**src/rtl/packet_dst_latch_if.sv**
```systemverilog
// AXI4-Stream bundle between the port lookup, packet_dst_latch and the output queues.
interface packet_dst_latch_if #(
  parameter int unsigned DataWidth  = 256,
  parameter int unsigned TuserWidth = 128
);
  logic [DataWidth-1:0]   tdata;
  logic [DataWidth/8-1:0] tkeep;
  logic [TuserWidth-1:0]  tuser;
  logic                   tvalid;
  logic                   tready;
  logic                   tlast;

  modport master (
    output tdata,
    output tkeep,
    output tuser,
    output tvalid,
    output tlast,
    input  tready
  );

  modport slave (
    input  tdata,
    input  tkeep,
    input  tuser,
    input  tvalid,
    input  tlast,
    output tready
  );
endinterface

```
**src/rtl/packet_dst_latch.sv**
```systemverilog
// Latches the pruned destination bitmap from beat 0 and stamps it on every beat of the packet.
// Define DROP_COUNTER_EN to add the saturating drop_count output.
module packet_dst_latch #(
  parameter int unsigned C_M_AXIS_DATA_WIDTH  = 256,
  parameter int unsigned C_S_AXIS_DATA_WIDTH  = 256,
  parameter int unsigned C_M_AXIS_TUSER_WIDTH = 128,
  parameter int unsigned C_S_AXIS_TUSER_WIDTH = 128,
  parameter int unsigned SRC_PORT_POS         = 16,
  parameter int unsigned DST_PORT_POS         = 24,
  parameter logic [7:0]  PORT_MASK            = 8'hFF
) (
  input  logic                 axis_aclk,
  input  logic                 axis_reset,
  packet_dst_latch_if.slave    s_axis,
  packet_dst_latch_if.master   m_axis
`ifdef DROP_COUNTER_EN
  ,
  output logic [31:0]          drop_count
`endif
);

  localparam int unsigned DW = C_M_AXIS_DATA_WIDTH;
  localparam int unsigned KW = C_M_AXIS_DATA_WIDTH / 8;
  localparam int unsigned UW = C_M_AXIS_TUSER_WIDTH;

  if ((C_S_AXIS_DATA_WIDTH != C_M_AXIS_DATA_WIDTH) ||
      (C_S_AXIS_TUSER_WIDTH != C_M_AXIS_TUSER_WIDTH)) begin : g_width_check
    $error("packet_dst_latch: slave and master widths must match");
  end

  typedef enum logic [1:0] {StHdr, StFwd, StDrop} state_e;

  state_e          state_q, state_d;
  logic [UW-1:0]   tuser_q, tuser_d;
  logic [UW-1:0]   hdr_tuser, push_tuser;
  logic [7:0]      dst;
  logic            accept, push, pop;
  logic            ready_q;
  logic [1:0]      count_q, count_d;
  logic            wr_ptr_q, rd_ptr_q;

  logic [DW-1:0]   data_q  [2];
  logic [KW-1:0]   keep_q  [2];
  logic [UW-1:0]   user_q  [2];
  logic            last_q  [2];

  // DROP never pushes, so it may swallow beats even with a full buffer.
  assign s_axis.tready = (state_q == StDrop) | ready_q;
  assign accept        = s_axis.tvalid & s_axis.tready;

  assign m_axis.tvalid = (count_q != 2'd0);
  assign m_axis.tdata  = data_q[rd_ptr_q];
  assign m_axis.tkeep  = keep_q[rd_ptr_q];
  assign m_axis.tuser  = user_q[rd_ptr_q];
  assign m_axis.tlast  = last_q[rd_ptr_q];
  assign pop           = m_axis.tvalid & m_axis.tready;

  always_comb begin
    dst       = s_axis.tuser[DST_PORT_POS +: 8] & PORT_MASK & ~s_axis.tuser[SRC_PORT_POS +: 8];
    hdr_tuser = s_axis.tuser;
    hdr_tuser[DST_PORT_POS +: 8] = dst;
  end

  always_comb begin
    state_d    = state_q;
    tuser_d    = tuser_q;
    push       = 1'b0;
    push_tuser = tuser_q;
    unique case (state_q)
      StHdr: begin
        if (accept) begin
          tuser_d    = hdr_tuser;
          push_tuser = hdr_tuser;
          if (dst != 8'h00) begin
            push    = 1'b1;
            state_d = s_axis.tlast ? StHdr : StFwd;
          end else begin
            state_d = s_axis.tlast ? StHdr : StDrop;
          end
        end
      end
      StFwd: begin
        if (accept) begin
          push = 1'b1;
          if (s_axis.tlast) state_d = StHdr;
        end
      end
      StDrop: begin
        if (accept && s_axis.tlast) state_d = StHdr;
      end
      default: state_d = StHdr;
    endcase
  end

  always_comb begin
    count_d = count_q;
    case ({push, pop})
      2'b10:   count_d = count_q + 2'd1;
      2'b01:   count_d = count_q - 2'd1;
      default: count_d = count_q;
    endcase
  end

  always_ff @(posedge axis_aclk) begin
    if (axis_reset) begin
      state_q  <= StHdr;
      tuser_q  <= '0;
      count_q  <= 2'd0;
      wr_ptr_q <= 1'b0;
      rd_ptr_q <= 1'b0;
      ready_q  <= 1'b0;
      for (int i = 0; i < 2; i++) begin
        data_q[i] <= '0;
        keep_q[i] <= '0;
        user_q[i] <= '0;
        last_q[i] <= 1'b0;
      end
    end else begin
      state_q <= state_d;
      tuser_q <= tuser_d;
      count_q <= count_d;
      // Registered ready equals "next occupancy below 2", so a push can never overflow.
      ready_q <= (count_d != 2'd2);
      if (push) begin
        data_q[wr_ptr_q] <= s_axis.tdata;
        keep_q[wr_ptr_q] <= s_axis.tkeep;
        user_q[wr_ptr_q] <= push_tuser;
        last_q[wr_ptr_q] <= s_axis.tlast;
        wr_ptr_q         <= ~wr_ptr_q;
      end
      if (pop) rd_ptr_q <= ~rd_ptr_q;
    end
  end

`ifdef DROP_COUNTER_EN
  logic        drop_hdr;
  logic [31:0] drop_count_q;

  assign drop_hdr   = accept && (state_q == StHdr) && (dst == 8'h00);
  assign drop_count = drop_count_q;

  always_ff @(posedge axis_aclk) begin
    if (axis_reset) begin
      drop_count_q <= 32'd0;
    end else if (drop_hdr && (drop_count_q != 32'hFFFF_FFFF)) begin
      drop_count_q <= drop_count_q + 32'd1;
    end
  end
`endif

endmodule

```
**src/flat_wrapper.sv**
```systemverilog
// flat-port wrapper written by rule: the top's interface ports become plain ports
module packet_dst_latch_flat 
#(
  parameter int unsigned C_M_AXIS_DATA_WIDTH  = 256,
  parameter int unsigned C_S_AXIS_DATA_WIDTH  = 256,
  parameter int unsigned C_M_AXIS_TUSER_WIDTH = 128,
  parameter int unsigned C_S_AXIS_TUSER_WIDTH = 128,
  parameter int unsigned SRC_PORT_POS         = 16,
  parameter int unsigned DST_PORT_POS         = 24,
  parameter logic [7:0]  PORT_MASK            = 8'hFF
)
  (axis_aclk, axis_reset, s_axis_tdata, s_axis_tkeep, s_axis_tuser, s_axis_tvalid, s_axis_tlast, s_axis_tready, m_axis_tdata, m_axis_tkeep, m_axis_tuser, m_axis_tvalid, m_axis_tlast, m_axis_tready);
  packet_dst_latch_if #(.DataWidth((256)), .TuserWidth((128))) s_axis_i ();
  packet_dst_latch_if #(.DataWidth((256)), .TuserWidth((128))) m_axis_i ();
  input  logic axis_aclk;
  input  logic axis_reset;
  input wire logic [$bits(s_axis_i.tdata)-1:0] s_axis_tdata;
  input wire logic [$bits(s_axis_i.tkeep)-1:0] s_axis_tkeep;
  input wire logic [$bits(s_axis_i.tuser)-1:0] s_axis_tuser;
  input wire logic [$bits(s_axis_i.tvalid)-1:0] s_axis_tvalid;
  input wire logic [$bits(s_axis_i.tlast)-1:0] s_axis_tlast;
  output wire logic [$bits(s_axis_i.tready)-1:0] s_axis_tready;
  output wire logic [$bits(m_axis_i.tdata)-1:0] m_axis_tdata;
  output wire logic [$bits(m_axis_i.tkeep)-1:0] m_axis_tkeep;
  output wire logic [$bits(m_axis_i.tuser)-1:0] m_axis_tuser;
  output wire logic [$bits(m_axis_i.tvalid)-1:0] m_axis_tvalid;
  output wire logic [$bits(m_axis_i.tlast)-1:0] m_axis_tlast;
  input wire logic [$bits(m_axis_i.tready)-1:0] m_axis_tready;
  assign s_axis_i.tdata = s_axis_tdata;
  assign s_axis_i.tkeep = s_axis_tkeep;
  assign s_axis_i.tuser = s_axis_tuser;
  assign s_axis_i.tvalid = s_axis_tvalid;
  assign s_axis_i.tlast = s_axis_tlast;
  assign s_axis_tready = s_axis_i.tready;
  assign m_axis_tdata = m_axis_i.tdata;
  assign m_axis_tkeep = m_axis_i.tkeep;
  assign m_axis_tuser = m_axis_i.tuser;
  assign m_axis_tvalid = m_axis_i.tvalid;
  assign m_axis_tlast = m_axis_i.tlast;
  assign m_axis_i.tready = m_axis_tready;
  packet_dst_latch #(.C_M_AXIS_DATA_WIDTH(C_M_AXIS_DATA_WIDTH), .C_S_AXIS_DATA_WIDTH(C_S_AXIS_DATA_WIDTH), .C_M_AXIS_TUSER_WIDTH(C_M_AXIS_TUSER_WIDTH), .C_S_AXIS_TUSER_WIDTH(C_S_AXIS_TUSER_WIDTH), .SRC_PORT_POS(SRC_PORT_POS), .DST_PORT_POS(DST_PORT_POS), .PORT_MASK(PORT_MASK)) u_core (.axis_aclk(axis_aclk), .axis_reset(axis_reset), .s_axis(s_axis_i), .m_axis(m_axis_i));
endmodule
```
**config.mk**
```make
export PLATFORM = sky130hd
export DESIGN_NAME = packet_dst_latch_flat
export DESIGN_NICKNAME = d
export VERILOG_FILES = /design/src/rtl/packet_dst_latch_if.sv /design/src/rtl/packet_dst_latch.sv /design/src/flat_wrapper.sv
export SDC_FILE = /design/constraint.sdc
export NUM_CORES = 1
export LEC_CHECK = 0
export ABC_AREA = 0
export CAP_MARGIN = 10
export CORE_UTILIZATION = 35
export DETAILED_ROUTE_END_ITERATION = 10
export PLACE_DENSITY_LB_ADDON = 0.3
export SYNTH_ARGS = -nofsm -noshare
export SYNTH_HDL_FRONTEND = slang
export SYNTH_SLANG_ARGS = --single-unit
```
**constraint.sdc**
```tcl
create_clock -name axis_aclk -period 59.7 [get_ports axis_aclk]
set_input_delay 11.94 -clock axis_aclk [delete_from_list [all_inputs] [get_ports axis_aclk]]
set_output_delay 11.94 -clock axis_aclk [all_outputs]
set_load 0.03 [all_outputs]
```
==> summary.md <==
| Metric | Value |
|---|---|
| Status | `finished clean` |
| Most frequent cell after synthesis | `edfxtp_1` |
| Fin. max-slew vios | `0` |
| Non-Filler Instances | `5126` |
| CORE AREA | `0.114 mm2` |
| Synth Flop Type | `edfxtp_1` |
| DR vias | `approximately 26000` |
| Antenna violations before repair | `46` |
| Share of post-route cells with drive strength above 1 | `0.168` |
| FFs w/ async S/R, synth | `0` |
| Maximum number of pins on one net before global-route repair | `243` |
| Cell Chain, Critical Path | `clkdlybuf4s50_1 > nand2b_1 > nand4_1 > o31a_2 > inv_1 > o21bai_4 > buf_4 > buf_4 > buf_4` |
| Synth area leaders | `edfxtp_1, mux2_2, and3_1` |
| Netlist cell types | `35` |
| Pwr dens | `38.7 mW/mm2` |
| Synth warn | `0` |
| Cell row count | `124` |
| Grt ovf | `0` |
| DRC viols | `0` |
| Synthesized area per cell | `approximately 15 um2` |
| Clock skew | `0.0405 ns` |
| Synth Instances | `2766` |
| Detailed-route wire length per cell | `23.1 um` |
| Final GP Congestion | `0.830` |
| Post-CTS Setup Inserts | `0` |
| RSZ-0062 raised after global routing | `no` |
| Final hold vios | `0` |
| Initial DRC Count | `1648` |
| Post-Syn Area | `0.0402 mm2` |
| Worst min path class | `reg -> reg` |
| Critical path's largest stage delay | `around 0.87 ns` |
| Die height | `341 um` |
| Critical-path top delay cell | `buf_4` |
| Share of the synthesized area in the top cell type | `0.623` |
| Reg2reg path depth | `8` |
| CTS root buf | `clkbuf_16` |
| Cell taking the most area after synthesis | `edfxtp_1` |
| Clock Latency Late Sink | `0.69 ns` |
| Crit share post-route | `0.290` |
| CTS resizes | `0` |
| Leak | `0.0217 uW` |
| Dpl hpwl | `75700 um` |
| Crit path max fanout | `between 60 and 70` |
| Clock transition at the registers of the reported paths | `about 0.060 ns` |
| Max clock buf depth | `3` |
| Layout Nets | `3934` |
| Worst slew pin tran | `between 1 and 1.5 ns` |
| Worst Path Arrival | `around 18 ns` |
| FF-to-FF Start | `u_core.ready_q$_SDFF_PP0_` |
| Die area | `0.116 mm2` |
| Min-delay src | `u_core.tuser_q[25]$_SDFF_PP0_` |
| Synthesized Nets | `between 3000 and 4000` |
| H-tree depth | `3` |
| Final setup vio count | `0` |
| Most common library cells after synthesis | `edfxtp_1, and3_1, mux2_2, nor2_1, clkbuf_1` |
| Starting Density | `0.352` |
| Vias in the first global route | `between 20000 and 30000` |
| Slew Limit Headroom | `0.245` |
| Overall Power | `2060 uW` |
| Critical path class | `in -> reg` |
| Critical path launch point | `s_axis_tuser[20]` |
| Setup TNS | `0 ns` |
| Required @ worst endpoint | `60.00 ns` |
| Die Wd | `~340 um` |
| Fill count | `10100` |
| First-pass GRT wire length | `169000 um` |
| I/O pins | `between 800 and 900` |
| Clk sinks | `970` |
| CTS tree | `done` |
| Layout area overhead | `32.1%` |
| Flops & latches, synth | `970` |
| Post-DR vias/cell | `around 5` |
| Max_cap viols | `0` |
| Hold Buf Count CTS | `0` |
| Port-buffer cells | `839` |
| Total CTS buffers | `103` |
| Crit end category | `flip-flop` |
| Post-synth EDFFs | `834` |
| Sequential share of the synthesized area | `0.690` |
| Cells after DPL | `4919` |
| Crit path time final | `17.30 ns` |
| Peak Freq | `57.8 MHz` |
| Startpoint types | `input port` |
| WL final | `118000 um` |
| Worst Hold Depth | `2` |
| Drt first pass iters | `7` |
| Hold_ws | `0.502 ns` |
| Peak VDD IR | `0.0286 mV` |
| ANT nets after route | `0` |
| GRT Util Overall | `0.196` |
| CP most frequent cell | `buf_4` |
[per-layer routing]
layer	routed length, um	global-route usage
met5	225	0
met3	11300	0.0740
met1	45200	0.226
met2	57800	0.328
met4	3720	0.0742
[cell families after synthesis]
logic type | share of synthesized area
xor gates and xnor gates | 0.000871
adders and majority gates | 0.000311
and+or+nand+nor | 0.130
AOI/OAI and AO/OA | 0.00373
buffers and inverters | 0.0280
DFF | 0.690
muxes | 0.147
[state kept, by name (all words and copies together), names as in the netlist, named ones only]
signal and cells:
u_core.data_q 512, u_core.user_q 256, u_core.keep_q 64, u_core.wr_ptr_q 1, u_core.count_q 2, u_core.tuser_q 128, u_core.last_q 2, u_core.ready_q 1
u_core.rd_ptr_q 1, u_core.state_q 2
[critical path: cells and delay by family]
family,cells,cell delay [ns]
AND/OR/NAND/NOR,2,0.59
buffers and inverters,5,3.31
AO/OA/AOI/OAI,2,1.46
[final cells by class]
class                   count  area (um2)  area share
repair buffers            873        8700       0.164
diodes                     23        57.6     0.00108
multi-input cells        1562       11400       0.215
well taps                1512        1890      0.0356
flip-flops and latches    970       27800       0.522
clock buffers             137        2760      0.0518
inverters                   2        7.51    0.000141
clock inverters            47         552      0.0104
[path summary, 6_finish.rpt]
| path | endpoint | slack, ns |
|---|---|---|
| min | u_core.tuser_q[25]$_SDFF_PP0_ | 0.50 |
| max reg2reg | u_core.data_q[0][10]$_SDFFCE_PN0P_ | 53.95 |
| min reg2reg | u_core.tuser_q[25]$_SDFF_PP0_ | 0.50 |
| max | u_core.data_q[0][10]$_SDFFCE_PN0P_ | 42.40 |
[stage by stage]
| step | area (um2) | worst slack, ns | util |
|---|---|---|---|
| final | 53200 | 42.40 | 0.466 |
| after detailed placement | 49800 | 41.64 | 0.436 |
| after global placement | 49800 | 41.71 | 0.436 |
| after floorplan | 40200 | 26.46 | - |
| after global routing | 53100 | 42.11 | 0.465 |
| after CTS | 53100 | 42.39 | 0.465 |
[cells in the final DEF (no fill, tap or decap), types with 9 or more instances in the layout]
cell type          n
bufinv_16          9
edfxtp_1         834
clkinv_1          14
dfxtp_1          135
buf_4             31
a21oi_1           11
clkinv_2          17
clkdlybuf4s50_1  838
nor2_1           398
mux2i_1          120
clkbuf_1          29
mux2_2           417
and3_1           578
diode_2           23
clkbuf_16        103
[report_power, final]
part	total, uW	switching (uW)	internal, uW	leakage, uW
Sequential	823	19.6	803	0.00984
Clock	629	266	364	0.00162
Combinational	604	357	247	0.0103
Total	2060	643	1410	0.0217
Note: power is estimated with default switching activity, not from simulation.
